**config.mk**
```make
export PLATFORM = sky130hd
export DESIGN_NAME = pipelined_csel_adder
export DESIGN_NICKNAME = d
export VERILOG_FILES = /design/src/rtl/pipelined_csel_adder.sv
export SDC_FILE = /design/constraint.sdc
export NUM_CORES = 1
export LEC_CHECK = 0
export CORE_ASPECT_RATIO = 1.1
export CORE_UTILIZATION = 50
export CTS_BUF_LIST = sky130_fd_sc_hd__clkbuf_4 sky130_fd_sc_hd__clkbuf_8
export CTS_CLUSTER_DIAMETER = 50
export CTS_CLUSTER_SIZE = 20
export DETAILED_ROUTE_END_ITERATION = 8
export GPL_TIMING_DRIVEN = 0
export PLACE_DENSITY = 0.85
export SKIP_CTS_REPAIR_TIMING = 1
export SYNTH_ARGS = -nofsm -noshare
export SYNTH_HDL_FRONTEND = slang
export SYNTH_SLANG_ARGS = --single-unit
```
**constraint.sdc**
```tcl
create_clock -name clk -period 7.6 [get_ports clk]
set_input_delay 2.28 -clock clk [delete_from_list [all_inputs] [get_ports clk]]
set_output_delay 2.28 -clock clk [all_outputs]
set_load 0.01 [all_outputs]
```
**src/rtl/pipelined_csel_adder.sv**
```systemverilog
// Pipelined carry-select adder/subtractor: one SEG-bit segment per stage, registered carry between stages.
// Optional clamp of the result on overflow: define PIPELINED_CSEL_ADDER_SATURATE_EN.
module pipelined_csel_adder #(
  parameter int WIDTH  = 32,
  parameter int STAGES = 4
) (
  input  logic             clk,
  input  logic             rst_n,
  input  logic             in_valid,
  output logic             in_ready,
  input  logic [WIDTH-1:0] a,
  input  logic [WIDTH-1:0] b,
  input  logic             sub,
  input  logic             signed_mode,
  output logic             out_valid,
  input  logic             out_ready,
  output logic [WIDTH-1:0] sum,
  output logic             cout,
  output logic             overflow
);

  localparam int SEG  = WIDTH / STAGES;
  localparam int LAST = STAGES - 1;

  logic [STAGES-1:0] st_valid;
  logic [STAGES-1:0] st_c;
  logic [WIDTH-1:0]  st_a   [STAGES];
  logic [WIDTH-1:0]  st_b   [STAGES];
  logic [WIDTH-1:0]  st_sum [STAGES];
  logic              st_sub [STAGES];
  logic              st_sm  [STAGES];
  logic              ovf_q;

  logic [WIDTH-1:0]  nx_a   [STAGES];
  logic [WIDTH-1:0]  nx_b   [STAGES];
  logic [WIDTH-1:0]  nx_sum [STAGES];
  logic              nx_sub [STAGES];
  logic              nx_sm  [STAGES];
  logic [STAGES-1:0] nx_c;
  logic [SEG:0]      r0;
  logic [SEG:0]      r1;
  logic [WIDTH-1:0]  fin_sum;
  logic              nx_ovf;
  logic              adv;

  function automatic logic [SEG:0] seg_add(input logic [SEG-1:0] x, input logic [SEG-1:0] y,
                                           input logic ci);
    logic [SEG-1:0] s;
    logic           c;
    c = ci;
    s = '0;
    for (int i = 0; i < SEG; i++) begin
      s[i] = x[i] ^ y[i] ^ c;
      c    = (x[i] & y[i]) | (c & (x[i] ^ y[i]));
    end
    return {c, s};
  endfunction

  assign adv       = out_ready | ~out_valid;
  assign in_ready  = adv;
  assign out_valid = st_valid[LAST];
  assign sum       = st_sum[LAST];
  assign cout      = st_c[LAST];
  assign overflow  = ovf_q;

  always_comb begin
    r0      = '0;
    r1      = '0;
    nx_c    = '0;
    fin_sum = '0;
    nx_ovf  = 1'b0;
    for (int k = 0; k < STAGES; k++) begin
      nx_a[k]   = '0;
      nx_b[k]   = '0;
      nx_sum[k] = '0;
      nx_sub[k] = 1'b0;
      nx_sm[k]  = 1'b0;
    end

    // Stage 0 selects its candidate with the operation's carry-in (1 for subtract).
    nx_a[0]   = a;
    nx_b[0]   = sub ? ~b : b;
    nx_sub[0] = sub;
    nx_sm[0]  = signed_mode;
    r0 = seg_add(a[SEG-1:0], nx_b[0][SEG-1:0], 1'b0);
    r1 = seg_add(a[SEG-1:0], nx_b[0][SEG-1:0], 1'b1);
    nx_sum[0][SEG-1:0] = sub ? r1[SEG-1:0] : r0[SEG-1:0];
    nx_c[0]            = sub ? r1[SEG] : r0[SEG];

    for (int k = 1; k < STAGES; k++) begin
      nx_a[k]   = st_a[k-1];
      nx_b[k]   = st_b[k-1];
      nx_sub[k] = st_sub[k-1];
      nx_sm[k]  = st_sm[k-1];
      r0 = seg_add(nx_a[k][k*SEG +: SEG], nx_b[k][k*SEG +: SEG], 1'b0);
      r1 = seg_add(nx_a[k][k*SEG +: SEG], nx_b[k][k*SEG +: SEG], 1'b1);
      nx_sum[k]               = st_sum[k-1];
      nx_sum[k][k*SEG +: SEG] = st_c[k-1] ? r1[SEG-1:0] : r0[SEG-1:0];
      nx_c[k]                 = st_c[k-1] ? r1[SEG] : r0[SEG];
    end

    if (nx_sm[LAST])
      nx_ovf = (nx_a[LAST][WIDTH-1] == nx_b[LAST][WIDTH-1]) &
               (nx_sum[LAST][WIDTH-1] != nx_a[LAST][WIDTH-1]);
    else
      nx_ovf = nx_sub[LAST] ? ~nx_c[LAST] : nx_c[LAST];

    fin_sum = nx_sum[LAST];
`ifdef PIPELINED_CSEL_ADDER_SATURATE_EN
    if (nx_ovf) begin
      if (nx_sm[LAST])
        fin_sum = nx_a[LAST][WIDTH-1] ? {1'b1, {(WIDTH-1){1'b0}}} : {1'b0, {(WIDTH-1){1'b1}}};
      else
        fin_sum = nx_sub[LAST] ? '0 : '1;
    end
`endif
  end

  always_ff @(posedge clk) begin
    if (!rst_n) begin
      st_valid <= '0;
      st_c     <= '0;
      ovf_q    <= 1'b0;
      for (int k = 0; k < STAGES; k++) begin
        st_a[k]   <= '0;
        st_b[k]   <= '0;
        st_sum[k] <= '0;
        st_sub[k] <= 1'b0;
        st_sm[k]  <= 1'b0;
      end
    end else if (adv) begin
      st_valid[0] <= in_valid;
      for (int k = 1; k < STAGES; k++)
        st_valid[k] <= st_valid[k-1];
      for (int k = 0; k < STAGES; k++) begin
        st_a[k]   <= nx_a[k];
        st_b[k]   <= nx_b[k];
        st_sum[k] <= (k == LAST) ? fin_sum : nx_sum[k];
        st_sub[k] <= nx_sub[k];
        st_sm[k]  <= nx_sm[k];
      end
      st_c  <= nx_c;
      ovf_q <= nx_ovf;
    end
  end

endmodule

```
**Yosys cells after proc, flatten, opt, wreduce, memory -nomap -nowiden**

Memories as Yosys holds them, arrays and structs flattened.
Index checks and enable logic that the tools add are counted.

- Register bits after elaboration: 9
- Bits in writable memories: 392
- Bits of input ports: 70
- Word-level logic and storage cells: 310
- Memories: 5

- Equal/unequal tests: 2
- Multiplexer cells: 35
- Bitwise gates (word level): 265

Memories:

| memory | depth | width | read ports | clocked after memory_dff | write ports | RTL line | text |
|---|---|---|---|---|---|---|---|
| st_a | 4 | 32 | 3 | 0 | 4 | 27 | `logic [WIDTH-1:0] st_a [STAGES];` |
| st_b | 4 | 32 | 3 | 0 | 4 | 28 | `logic [WIDTH-1:0] st_b [STAGES];` |
| st_sum | 4 | 32 | 4 | 0 | 4 | 29 | `logic [WIDTH-1:0] st_sum [STAGES];` |
| st_sm | 4 | 1 | 3 | 0 | 4 | 31 | `logic st_sm [STAGES];` |
| st_sub | 4 | 1 | 3 | 0 | 4 | 30 | `logic st_sub [STAGES];` |

Operator list:

| cell | number |
|---|---|
| 32-bit 2-to-1 mux | 13 |
| 1-bit AND | 89 |
| 1-bit bitwise XOR | 88 |
| 1-bit bitwise OR | 81 |
| 8-bit 2-to-1 mux | 4 |
| 32-bit NOT | 1 |
| 1-bit 2-to-1 mux | 18 |
| 1-bit NOT | 6 |
| 1-bit equality test | 1 |
| 1-bit inequality test | 1 |

**Longest topological paths before layout**

An unclocked memory read counts as a cell.

- Word-level depth: 21
- Gate-level depth with buffers: 15

**Worst setup path after synthesis**

No wires, ideal clock.

- Kind: input to register
- Start point: input rst_n
- End point: memory st_a[0][10] (enable)
- Library setup time: 1.465 ns
- Arrival: 5.635 ns
- Slack: 0.499 ns
- Cell stages on the path: 3
- Buffers on the path: 2
- Path through: buf_4 -> clkbuf_1 -> nand2_1

RTL lines:

| what | RTL line | text |
|---|---|---|
| start: declaration | 8 | `input logic rst_n,` |
| end: declaration | 27 |  |

**Worst setup path after layout**

- Start point: input out_ready
- End point: output in_ready

- Longest elaborated chain between the ends: 1

RTL lines:

| what | RTL line | text |
|---|---|---|
| start: declaration | 16 | `input logic out_ready,` |
| 1-bit bitwise OR | 59 | `assign adv = out_ready \| ~out_valid;` |
| end: declaration | 10 | `output logic in_ready,` |

Every way passes these cells.

==> results by group <==
Clock network
  • Max Buffers Root-to-Sink: 2
  • Root cell of the clock tree: clkbuf_8
  • CTS tree: done
  • Clock-pin slew on the worst setup and hold paths: roughly 80 ps
  • TritonCTS buffer count: 17
  • H-tree levels: 4
  • Clk sinks: between 150 and 200
  • Worst-Skew Late Latency: ~450 ps

Die
  • Starting Density: approximately 51%
  • Row Count: 49
  • Die Width: ~120 µm
  • Die Y: between 100 and 150 µm
  • Die area: 17100 µm²
  • Io pins: around 110
  • Core area: 16300 µm²

Yosys
  • Syn avg cell area: between 15 and 20 µm²
  • Post-Syn Instances: 550
  • Distinct cells, synth: 24
  • Synthesis-stage register bit count: ~190
  • Post-synthesis sequential area ratio: 68.1%
  • Synth Warn #: 0
  • Mapped Area: a little over 8000 µm²
  • Post-Syn Nets: ~660

Global routing
  • GRT Util Overall: 19.3%
  • Met1 Resource Use GR: 20.9%
  • Vias in the first global route: between 4000 and 5000
  • First-pass GRT wire length: 24.4 mm
  • Largest net degree at the start of global routing: between 80 and 90
  • Gr ovfl total: 0
  • Grt peak-use layer: met2
  • Initial antenna violation count: 0
  • Routing usage on met2: 36.5%
  • Met3 GRT Util: under 10%

Timing
  • Final Hold Slack: 475 ps
  • Min Tclk post-route: slightly above 6000 ps
  • Crit share post-route: ~81%
  • Slew @ Worst Pin: around 590 ps
  • Max Slew Vio Count: 0
  • Unrepaired setup endpoints after global routing: false
  • Setup slack after layout: roughly 1400 ps
  • Final setup TNS: 0 ps
  • Final Hold Vio Count: 0
  • Slew Limit Headroom: approximately 61%
  • Final setup skew: around 14 ps
  • Final setup viols: 0
  • Fmax: ~0.16 GHz

Drt
  • DRC: 8
  • Final WL: 15.9 mm
  • Final antenna-violating net count: 0
  • 1st-pass router iterations: 7
  • Via density per instance: roughly 5.3
  • DR WL/cell: between 15 and 20 µm
  • Iter 0 DRT Violations: 270
  • Via count: 4696

Power and ir drop
  • Total chip power: between 2 and 2.5 mW
  • Leak pwr: ~4.5 nW
  • PD cells: around 210 nW/µm²
  • VDD IR max: between 0.0001 and 0.00015 V

Layout
  • Post-route insts no fill: between 800 and 900
  • Final #Nets: slightly below 800
  • Filler instances: 1159
  • Fin util: about three fifths
  • Share of layout cells above drive strength 1: between 8 and 9%
  • Most frequent cells in the layout: 182 x edfxtp_1, 143 x and3_1, 103 x clkdlybuf4s50_1, 41 x nor2_1, 35 x xnor2_1
  • Most common cell after layout, fill and taps aside: edfxtp_1
  • # diodes: 0
  • Post-route cell area: between 9000 and 10000 µm²
  • Synthesis-to-layout area growth: 20.6%

Placement
  • Placed Instances: between 800 and 900
  • Detailed Place HPWL: around 11 mm
  • Place WS: ~1300 ps
  • Final RePlAce weighted congestion: around 0.79
  • Placed Area: 9640 µm²
  • PortBufs: between 100 and 150

Setup path
  • Arr. time, crit path: between 3000 and 4000 ps
  • CP Class: in -> out
  • Required time worst endpoint: between 5000 and 6000 ps
  • Startpoint Class: primary input
  • Crit path max fanout: 10
  • Reg2reg setup slack: ~3400 ps
  • Setup crit end kind: output port

Flow run
  • Maximum Capacitance Violations: 0

Status
  • Failing checks: design-rule violations
  • Status: finished with violations

Min path
  • Hold crit path type: reg -> reg
## final timing paths
check              startpoint          end  cells after the start
setup / recovery    out_ready     in_ready                      7
hold / removal    st_valid[0]  st_valid[0]                      2
setup reg to reg  st_a[0][88]     overflow                     14
hold reg to reg   st_valid[0]  st_valid[0]                      2
## cell families after synthesis
family	after synthesis	share of synthesized area (%)
adder cells (fa/ha/maj)	35	7.82
AO/OA/AOI/OAI	13	1.16
buffers and inverters	73	5.28
XOR/XNOR	37	3.91
flip-flops	191	68.1
multiplexers	2	0.242
AND/OR/NAND/NOR	199	13.5
## layer usage
metal,vias to the layer above,share of wire [%]
met5,-,0
met4,0,1.8
met3,23,5.2
met2,154,54
met1,2323,39
li1,2196,-
## state kept, by name (all words and copies together) (netlist names)
name      count
st_sum       80
st_a         48
st_b         48
st_c          4
st_valid      4
st_sm         3
st_sub        3
overflow      1
## Yosys cell counts
library cell / number / area (µm²)
nand2_1: 13 / 48.8
xnor2_1: 35 / 307
edfxtp_1: 182 / 5470
clkbuf_1: 15 / 56.3
buf_4: 3 / 22.5
buf_6: 19 / 214
a2bb2oi_1: 1 / 8.76
buf_2: 6 / 30.0
inv_4: 1 / 6.26
o21a_1: 1 / 7.51
nor2b_4: 1 / 13.8
ha_1: 7 / 87.6
o211a_1: 3 / 30.0
dfxtp_1: 9 / 180
fa_1: 28 / 561
and3_1: 143 / 895
o21ai_0: 1 / 5.00
a21boi_0: 4 / 30.0
a21oi_1: 3 / 15.0
xor2_1: 2 / 17.5
nor2b_1: 1 / 6.26
mux2i_1: 2 / 20.0
nor2_1: 41 / 154
inv_1: 29 / 109
## cell type report
class                      count  area, µm²  share of cell area, %
buffer                        43        323                   3.23
clock buffer                  17        234                   2.34
clock inverter                12        124                   1.24
inverter                      30        115                   1.15
multi-input combinational    286       2210                   22.1
sequential                   191       5650                   56.5
tap                          204        255                   2.55
timing repair buffer         105       1090                   10.9
## worst max-delay path: stages
cell and delay [ps]:
clkdlybuf4s50_1 500, nor2b_4 50, buf_6 130, inv_4 70, buf_6 150, buf_6 170, clkdlybuf4s50_1 560
## report_power, final
group	internal, mW	total, mW	switching (mW)
registers	1.23	1.25	0.0244
logic	0.111	0.204	0.0926
clock network	0.284	0.616	0.333
total	1.62	2.07	0.450
No activity file was read; power rests on OpenSTA's default activity.
